`src/rtl/rsp_s1_prep_ahbic_in_hold.sv`:
```
`default_nettype none
// ============================================================================
// Module   : rsp_s1_prep_ahbic_in_hold
// Purpose  : AHB interconnect input stage. Address phases from one master
//            port pass straight through to the output stage when it is free.
//            When it is busy, the address phase is captured in a holding
//            register and the master is stalled until the output stage
//            grants the port, at which point the held transfer is replayed.
//            The slave's data-phase ready, response and read data are
//            returned to the master.
// Ports    : HCLK, HRESET (sync, active-high)
//            Master side : HSELS, HADDRS, HTRANSS, HWRITES, HSIZES, HBURSTS,
//                          HPROTS, HMASTERS, HMASTLOCKS, HREADYS, HWDATAS in;
//                          HREADYOUTS, HRESPS, HRDATAS out
//            Output stage: *_op address/control, wdata_op, held_tran_op out;
//                          active_op, HREADYMUXM, HRESPM, HRDATAM in
// Revision : 1.0 - initial release
// ============================================================================
module rsp_s1_prep_ahbic_in_hold (
    input  logic        HCLK,
    input  logic        HRESET,
    input  logic        HSELS,
    input  logic [31:0] HADDRS,
    input  logic [1:0]  HTRANSS,
    input  logic        HWRITES,
    input  logic [2:0]  HSIZES,
    input  logic [2:0]  HBURSTS,
    input  logic [3:0]  HPROTS,
    input  logic [3:0]  HMASTERS,
    input  logic        HMASTLOCKS,
    input  logic        HREADYS,
    input  logic [31:0] HWDATAS,
    output logic        HREADYOUTS,
    output logic        HRESPS,
    output logic [31:0] HRDATAS,
    output logic        sel_op,
    output logic [31:0] addr_op,
    output logic [1:0]  trans_op,
    output logic        write_op,
    output logic [2:0]  size_op,
    output logic [2:0]  burst_op,
    output logic [3:0]  prot_op,
    output logic [3:0]  master_op,
    output logic        mastlock_op,
    output logic [31:0] wdata_op,
    output logic        held_tran_op,
    input  logic        active_op,
    input  logic        HREADYMUXM,
    input  logic        HRESPM,
    input  logic [31:0] HRDATAM
);

    localparam logic [1:0] S_IDLE = 2'd0;   // no transfer pending
    localparam logic [1:0] S_WAIT = 2'd1;   // held transfer waiting for grant
    localparam logic [1:0] S_DATA = 2'd2;   // data phase outstanding

    logic [1:0]  r_state;
    logic [1:0]  w_state_nxt;
    logic        r_held_vld;
    logic        w_capture;
    logic        w_release;
    logic        w_accept;
    logic        w_issue;
    logic        w_hreadyout;
    logic        w_hresp;

    logic        r_hold_sel;
    logic [31:0] r_hold_addr;
    logic [1:0]  r_hold_trans;
    logic        r_hold_write;
    logic [2:0]  r_hold_size;
    logic [2:0]  r_hold_burst;
    logic [3:0]  r_hold_prot;
    logic [3:0]  r_hold_master;
    logic        r_hold_mastlock;

    // Only NONSEQ/SEQ count; IDLE and BUSY never reach the output stage.
    assign w_accept     = HSELS & HREADYS & HTRANSS[1];
    assign held_tran_op = r_held_vld | w_accept;
    assign w_issue      = held_tran_op & active_op & HREADYMUXM;

    // ------------------------------------------------------------------
    // State register and holding-register valid bit
    // ------------------------------------------------------------------
    always_ff @(posedge HCLK) begin
        if (HRESET) begin
            r_state    <= S_IDLE;
            r_held_vld <= 1'b0;
        end else begin
            r_state <= w_state_nxt;
            if (w_capture) begin
                r_held_vld <= 1'b1;
            end else if (w_release) begin
                r_held_vld <= 1'b0;
            end
        end
    end

    // ------------------------------------------------------------------
    // Next state and master-side response
    // ------------------------------------------------------------------
    always_comb begin
        w_state_nxt = r_state;
        w_capture   = 1'b0;
        w_release   = 1'b0;
        w_hreadyout = 1'b1;
        w_hresp     = 1'b0;
        case (r_state)
            S_IDLE: begin
                if (w_accept) begin
                    if (w_issue) begin
                        w_state_nxt = S_DATA;
                    end else begin
                        w_capture   = 1'b1;
                        w_state_nxt = S_WAIT;
                    end
                end
            end
            S_WAIT: begin
                // Master stalled; live inputs are irrelevant until the
                // held transfer is granted.
                w_hreadyout = 1'b0;
                if (w_issue) begin
                    w_release   = 1'b1;
                    w_state_nxt = S_DATA;
                end
            end
            S_DATA: begin
                w_hreadyout = HREADYMUXM;
                w_hresp     = HRESPM;
                // Data phase ends this cycle: the pipelined next address is
                // evaluated in the same edge so back-to-back beats see no
                // bubble.
                if (HREADYMUXM) begin
                    if (!w_accept) begin
                        w_state_nxt = S_IDLE;
                    end else if (w_issue) begin
                        w_state_nxt = S_DATA;
                    end else begin
                        w_capture   = 1'b1;
                        w_state_nxt = S_WAIT;
                    end
                end
            end
            default: begin
                w_state_nxt = S_IDLE;
            end
        endcase
    end

    // ------------------------------------------------------------------
    // Holding register (address phase captured when the output stage is busy)
    // ------------------------------------------------------------------
    always_ff @(posedge HCLK) begin
        if (HRESET) begin
            r_hold_sel      <= 1'b0;
            r_hold_addr     <= 32'h0;
            r_hold_trans    <= 2'b00;
            r_hold_write    <= 1'b0;
            r_hold_size     <= 3'b000;
            r_hold_burst    <= 3'b000;
            r_hold_prot     <= 4'h0;
            r_hold_master   <= 4'h0;
            r_hold_mastlock <= 1'b0;
        end else if (w_capture) begin
            r_hold_sel      <= HSELS;
            r_hold_addr     <= HADDRS;
            r_hold_trans    <= HTRANSS;
            r_hold_write    <= HWRITES;
            r_hold_size     <= HSIZES;
            r_hold_burst    <= HBURSTS;
            r_hold_prot     <= HPROTS;
            r_hold_master   <= HMASTERS;
            r_hold_mastlock <= HMASTLOCKS;
        end
    end

    // ------------------------------------------------------------------
    // Output stage mux: held transfer wins while valid, else live inputs
    // ------------------------------------------------------------------
    assign sel_op      = r_held_vld ? r_hold_sel      : HSELS;
    assign addr_op     = r_held_vld ? r_hold_addr     : HADDRS;
    assign trans_op    = r_held_vld ? r_hold_trans    : HTRANSS;
    assign write_op    = r_held_vld ? r_hold_write    : HWRITES;
    assign size_op     = r_held_vld ? r_hold_size     : HSIZES;
    assign burst_op    = r_held_vld ? r_hold_burst    : HBURSTS;
    assign prot_op     = r_held_vld ? r_hold_prot     : HPROTS;
    assign master_op   = r_held_vld ? r_hold_master   : HMASTERS;
    assign mastlock_op = r_held_vld ? r_hold_mastlock : HMASTLOCKS;
    assign wdata_op    = HWDATAS;

    assign HREADYOUTS  = w_hreadyout;
    assign HRESPS      = w_hresp;
    assign HRDATAS     = HRDATAM;

endmodule
`default_nettype wire

```
`config.mk`:
```
export PLATFORM = sky130hd
export DESIGN_NAME = rsp_s1_prep_ahbic_in_hold
export DESIGN_NICKNAME = d
export VERILOG_FILES = /design/src/rtl/rsp_s1_prep_ahbic_in_hold.sv
export SDC_FILE = /design/constraint.sdc
export NUM_CORES = 1
export LEC_CHECK = 0
export ABC_AREA = 0
export CAP_MARGIN = 5
export CORE_AREA = 5 5 103 105
export DETAILED_ROUTE_END_ITERATION = 12
export DIE_AREA = 0 0 108 110
export MAX_ROUTING_LAYER = met4
export PLACE_DENSITY = 0.91
export SYNTH_ARGS = -nofsm -noshare
export SYNTH_HDL_FRONTEND = slang
export SYNTH_SLANG_ARGS = --single-unit
```
`constraint.sdc`:
```
create_clock -name HCLK -period 2.6 [get_ports HCLK]
set_input_delay 0.78 -clock HCLK [delete_from_list [all_inputs] [get_ports HCLK]]
set_output_delay 0.78 -clock HCLK [all_outputs]
set_load 0.03 [all_outputs]
```
==> reports/metrics.yaml, run 1 <==
worst-path-buf-inv: 2
cp.required_ns: 1.82
critPathLaunchType: "input pin"
ios: 239
num-fill-cells: 939
final_cells: 535
synth_top_family_by_area: "buffers and inverters"
wl_per_cell_um: 15.9
nNetsFinal: 522
area_delta_synth_final_pct: 21.0
syn_avg_cell_area_um2: 8.81
finClkSkew_ns: 0.00778
drt_wl_total_um: 8510
grt_pass1_wl_um: 13100
worst_pin_slew_ns: 0.533
syn-cell-area_um2: 3280
pre_cts_slack_ns: -0.305
num_vias: 2748
maxCapViolCount: 0
drcViolationCount: 0
numCtsBuffers: 5
cp.arrival_ns: 1.76
cp_max_fo: 4
fmaxAchievable_ghz: 0.394
dp_cells: 527
fin_crit_ns: 2.54
setup_tns_ns: 0
core-area_um2: 9550
drt-pass1-iter-count: 4
antenna_found_initial: 0
relSlewSlack_pct: 64.5
p_leak_nw: 1.40
synthSimpleGateAreaFrac_pct: 10.0
crit_chain: "clkdlybuf4s50_1 -> a31o_2 -> buf_4"
max_stage_delay_ns: 0.55
critPathCaptureType: "primary output"
tritoncts: "built"
dpl.hpwl_um: 5810
routabilityCongestion: 0.710
yosys.area_share.adder_pct: 0
yosysTopAreaCell: "dfxtp_1"
cts-root-buf: "clkbuf_8"
synth_compound_area_share_pct: 18.7
yosys-top-cells-area: "dfxtp_1, mux2_2, buf_4"
worst-setup-path-type: "in -> out"
clockBufferDepth: 2
drt-initial-drc-count: 98
viasPerCell: 5.14
p_total_mw: 1.87
gr-total-overflow: 0
cts.hold.buffers_added: 0
grt_usage_pct: 13.9
finalCritPeriodShare_pct: 97.5
crit_path_top_delay_cell: "clkdlybuf4s50_1"
whs_ns: 0.471
drive_gt1_share_pct: 37.3
setup_viol: 0
insertion_delay_ns: 0.30
synth_seq_cells: 54
cts_setup_buffers: 0
yosysSeqAreaShare_pct: 33.0
grt_max_degree: 54
initial_core_util_pct: 34.3
critPathTopFamily: "buffers and inverters"
die_h_um: 110
htreeDepth: 2
yosysUniqueCellTypes: 26
grt_pass1_vias: 2700
maxSlewViolCount: 0
irDropWorstVdd_mv: 0.240
io_buffers: 110
placementRows: 36
outcome: "complete, no violations"
p_per_area_nw_per_um2: 472
synth-xor-area-share_pct: 0
clkTransAtPathRegs_ns: 0.10
clock_sinks: 54
synth.top_cell.area_share_pct: 33.0
ant_nets: 0
syn_nets: 493
antennaDiodeCount: 0
grt_setup_unrepaired: "false"
die_w_um: 108
hold_violations: 0
hold_path.class: "reg -> reg"
fin_ws_ns: 0.0641
muxShareOfSynthArea_pct: 18.4
yosysWarnings: 0
dieArea_um2: 11900
syn_inst: 372
final timing paths:
| kind | from | end | slack (ns) | cells after the start |
|---|---|---|---|---|
| max | HSELS | held_tran_op | 0.06 | 3 |
| max reg2reg | r_state[0]$_SDFFE_PP0P_ | r_hold_addr[18]$_SDFFE_PP0P_ | 1.03 | 4 |
| min reg2reg | r_hold_burst[1]$_SDFFE_PP0P_ | r_hold_burst[1]$_SDFFE_PP0P_ | 0.47 | 2 |
| min | r_hold_burst[1]$_SDFFE_PP0P_ | r_hold_burst[1]$_SDFFE_PP0P_ | 0.47 | 2 |
repair_timing:
action	4_1_cts	5_1_grt
gates resized for setup	3	1
setup endpoints to repair	1	1
gates cloned	0	0
cell usage after synthesis (all sizes together):
cell type,n
a21oi,53
a31o,2
a31oi,1
and3b,1
and4b,1
buf,86
clkbuf,11
dfxtp,54
mux2,52
mux2i,1
nand2,2
nand3,49
nand4b,1
nor2,3
nor2b,1
nor3,2
nor3b,1
o21ai,50
or2b,1
layout make-up:
class                           count  area [µm²]  share of cell area [%]
Multi-Input combinational cell    221        1560                    39.4
Clock inverter                      1        5.00                   0.126
Sequential cell                    54        1080                    27.3
Timing Repair Buffer              119        1060                    26.8
Tap cell                          133         166                    4.20
Clock buffer                        7        86.3                    2.18
report_power, final:
group          internal (mW)  switching [mW]
combinational          0.240           0.287
sequential             0.851          0.0132
clock                  0.216           0.264
through the flow:
step / cell area [µm²] / utilization, %
floorplan: 3280 / -
global placement: 3870 / 40.6
detailed placement: 3870 / 40.6
CTS: 3970 / 41.6
global route: 3970 / 41.5
finish: 3970 / 41.5
cell families (layout without fill, tap and decap cells):
group	after synthesis	after routing
compound gates	106	106
simple gates	62	62
flops	54	54
buf+inv	97	127
mux	53	53
worst reg2reg max path, cell delays in order, from the launching register on:
cell      delay, ns
dfxtp_1        0.49
nand4b_2       0.19
buf_4          0.46
o21ai_0        0.20
a21oi_1        0.17
state kept, by name, summed over array words and instances (netlist names):
| register | count |
|---|---|
| r_hold_size | 3 |
| r_hold_prot | 4 |
| r_held_vld | 1 |
| r_hold_burst | 3 |
| r_hold_addr | 32 |
| r_state | 2 |
| r_hold_trans | 2 |
| r_hold_sel | 1 |
| r_hold_mastlock | 1 |
| r_hold_master | 4 |
| r_hold_write | 1 |
routing by layer:
| layer | vias to the layer above | part of all wire [%] | global-route usage (%) |
|---|---|---|---|
| met5 | - | 0 | - |
| met4 | 0 | 1.4 | 4.06 |
| met3 | 19 | 6.9 | 3.67 |
| met2 | 116 | 52 | 25.2 |
| met1 | 1308 | 40 | 15.0 |
| li1 | 1305 | - | - |
cells in the final DEF (no fill, tap or decap), drive strengths merged, types with 2 or more instances in the layout:
master         instances
buf                   63
clkdlybuf4s50         55
dfxtp                 54
a21oi                 53
mux2                  52
o21ai                 50
nand3                 49
clkbuf                 8
nor2                   3
a31o                   2
nand2                  2
nor3                   2
(Power assumes the default switching activity.)
==> run 2: changes to the inputs <==
--- a/config.mk
+++ b/config.mk
@@ -5,7 +5,6 @@
 export SDC_FILE = /design/constraint.sdc
 export NUM_CORES = 1
 export LEC_CHECK = 0
-export ABC_AREA = 0
 export CAP_MARGIN = 5
 export CORE_AREA = 5 5 103 105
 export DETAILED_ROUTE_END_ITERATION = 12
==> results of run 2 <==
No change in the layout: final DEF, timing and power equal those of run 1.
==> run 3: changes to the inputs <==
--- a/config.mk
+++ b/config.mk
@@ -6,11 +6,11 @@
 export NUM_CORES = 1
 export LEC_CHECK = 0
 export CAP_MARGIN = 5
-export CORE_AREA = 5 5 103 105
+export CORE_AREA = 5 5 99 101
 export DETAILED_ROUTE_END_ITERATION = 12
-export DIE_AREA = 0 0 108 110
+export DIE_AREA = 0 0 104 106
 export MAX_ROUTING_LAYER = met4
-export PLACE_DENSITY = 0.91
+export PLACE_DENSITY = 0.95
 export SYNTH_ARGS = -nofsm -noshare
 export SYNTH_HDL_FRONTEND = slang
 export SYNTH_SLANG_ARGS = --single-unit
==> reports/metrics.yaml, run 3 (synthesis gave the netlist of run 1 again) <==
irDropWorstVdd_mv: 0.204  # -15%
grt_pass1_wl_um: 14100  # +7.5%
fin_crit_ns: 2.49  # -0.0458 ns
cts-root-buf: "clkbuf_8"
crit_chain: "clkdlybuf4s50_1 -> mux2_2 -> buf_4"
cp.arrival_ns: 1.71  # -0.05 ns
worst-path-buf-inv: 2  # unchanged
drt-initial-drc-count: 60  # -39%
io_buffers: 110  # unchanged
maxCapViolCount: 0  # unchanged
outcome: "complete, no violations"
finClkSkew_ns: 0.00968  # +0.00190 ns
crit_path_top_delay_cell: "clkdlybuf4s50_1"
die_w_um: 104  # -3.7%
placementRows: 35  # -2.8%
hold_violations: 0  # unchanged
maxSlewViolCount: 0  # unchanged
p_leak_nw: 1.40  # about the same
grt_max_degree: 55  # +1.9%
fmaxAchievable_ghz: 0.402  # +1.8%
core-area_um2: 8930  # -6.4%
drive_gt1_share_pct: 37.3  # -0.063 points
fin_util_pct: 44.1  # +2.6 points
largest_reg_flops: 32  # unchanged
cp.required_ns: 1.82  # about the same
gr-total-overflow: 0  # unchanged
drt_wl_total_um: 8490  # -0.22%
viasPerCell: 5.38  # +4.7%
setup_tns_ns: 0  # unchanged
design_area_um2: 3940  # -0.57%
die_h_um: 106  # -3.6%
initial_core_util_pct: 36.7  # +2.4 points
setup_viol: 0  # unchanged
wl_per_cell_um: 16.6  # +4.5%
antenna_found_initial: 0  # unchanged
hold_path.class: "reg -> reg"
finalCritPeriodShare_pct: 95.8  # -1.8 points
critPathLaunchType: "input pin"
final_cell_mix: "buf_4, clkdlybuf4s50_1, dfxtp_1"
critPathTopFamily: "buffers and inverters"
placed_cell_area_um2: 3860  # -0.45%
num_vias: 2747  # -0.036%
numCtsBuffers: 5  # unchanged
cts.hold.buffers_added: 0  # unchanged
final_common_cell: "buf_4"
routabilityCongestion: 0.788  # +11%
drcViolationCount: 0  # unchanged
clkTransAtPathRegs_ns: 0.10  # about the same
grt_setup_unrepaired: "false"
cp_max_fo: 4  # unchanged
worst-setup-path-type: "in -> out"
max_stage_delay_ns: 0.46  # -0.09 ns
largestRegisters: "r_hold_addr: 32 flops, r_hold_master: 4 flops, r_hold_prot: 4 flops"
tritoncts: "built"
top_register: "r_hold_addr"
insertion_delay_ns: 0.30  # about the same
dpl.hpwl_um: 5730  # -1.5%
relSlewSlack_pct: 63.8  # -0.62 points
antennaDiodeCount: 0  # unchanged
ios: 239  # unchanged
worst_pin_slew_ns: 0.542  # +0.00927 ns
num-fill-cells: 860  # -8.4%
htreeDepth: 2  # unchanged
clock_sinks: 54  # unchanged
ant_nets: 0  # unchanged
critPathCaptureType: "primary output"
grt_usage_pct: 15.2  # +1.3 points
nNetsFinal: 521  # -0.19%
drt-pass1-iter-count: 4  # unchanged
p_per_area_nw_per_um2: 468  # -0.81%
dieArea_um2: 11000  # -7.2%
clockBufferDepth: 2  # unchanged
grt_pass1_vias: 2969  # +10%
whs_ns: 0.473  # +0.00162 ns
area_delta_synth_final_pct: 20.3
[run 3: cell count changes in the layout (fill, tap and decap cells not counted)]
cell,change
buf_4,-3
buf_12,+2
buf_2,+1
clkbuf_1,-1
clkbuf_2,-1
clkbuf_8,-1
clkinv_2,+1
[run 3: worst min-delay path: cells and delay by family, from the launching register on]
family / cells / cell delay [ns]
AO/OA/AOI/OAI: 2 / 0.11
flip-flops: 1 / 0.33
[run 3: cell type report]
type,instances,area [µm²],share of cell area [%]
timing repair buffer,118,1080,27.4
clock buffer,5,68.8,1.75
multi-input combinational,221,1560,39.6
tap,111,139,3.52
clock inverter,2,10.0,0.254
sequential,54,1080,27.5
[run 3: worst paths after layout]
check / start / to / slack (ns) / depth (start not counted)
setup / recovery: HSELS / sel_op / 0.11 / 3
hold reg to reg: r_hold_size[0]$_SDFFE_PP0P_ / r_hold_size[0]$_SDFFE_PP0P_ / 0.47 / 2
setup reg to reg: r_state[0]$_SDFFE_PP0P_ / r_hold_addr[0]$_SDFFE_PP0P_ / 1.09 / 4
hold / removal: r_hold_size[0]$_SDFFE_PP0P_ / r_hold_size[0]$_SDFFE_PP0P_ / 0.47 / 2
[run 3: through the flow]
| step | cells | setup WS (ns) | power (mW) |
|---|---|---|---|
| CTS | 510 | 0.00430 | 1.88 |
| global placement | 503 | -0.292 | 1.40 |
| detailed placement | 503 | -0.312 | 1.42 |
| finish | 511 | 0.110 | 1.85 |
| global route | 511 | 0.0547 | 1.93 |
| floorplan | 372 | 0.565 | 1.37 |
[run 3: layer usage]
layer	GRT usage, %	routed length, µm
met5	-	0
met4	5.09	157
met3	5.10	663
met2	27.5	4430
met1	15.5	3240
[run 3: repair_timing]
| item | 4_1_cts | 5_1_grt |
|---|---|---|
| setup endpoints to repair | 1 | 1 |
| setup buffers | 0 | 1 |
| gates resized for setup | 3 | 3 |
| pin swaps | 0 | 1 |
[run 3: power by group]
part           leakage [nW]  internal, mW  total (mW)  switching [mW]
clock                0.0438         0.182       0.451           0.269
sequential            0.438         0.851       0.864          0.0130
combinational         0.914         0.243       0.530           0.287
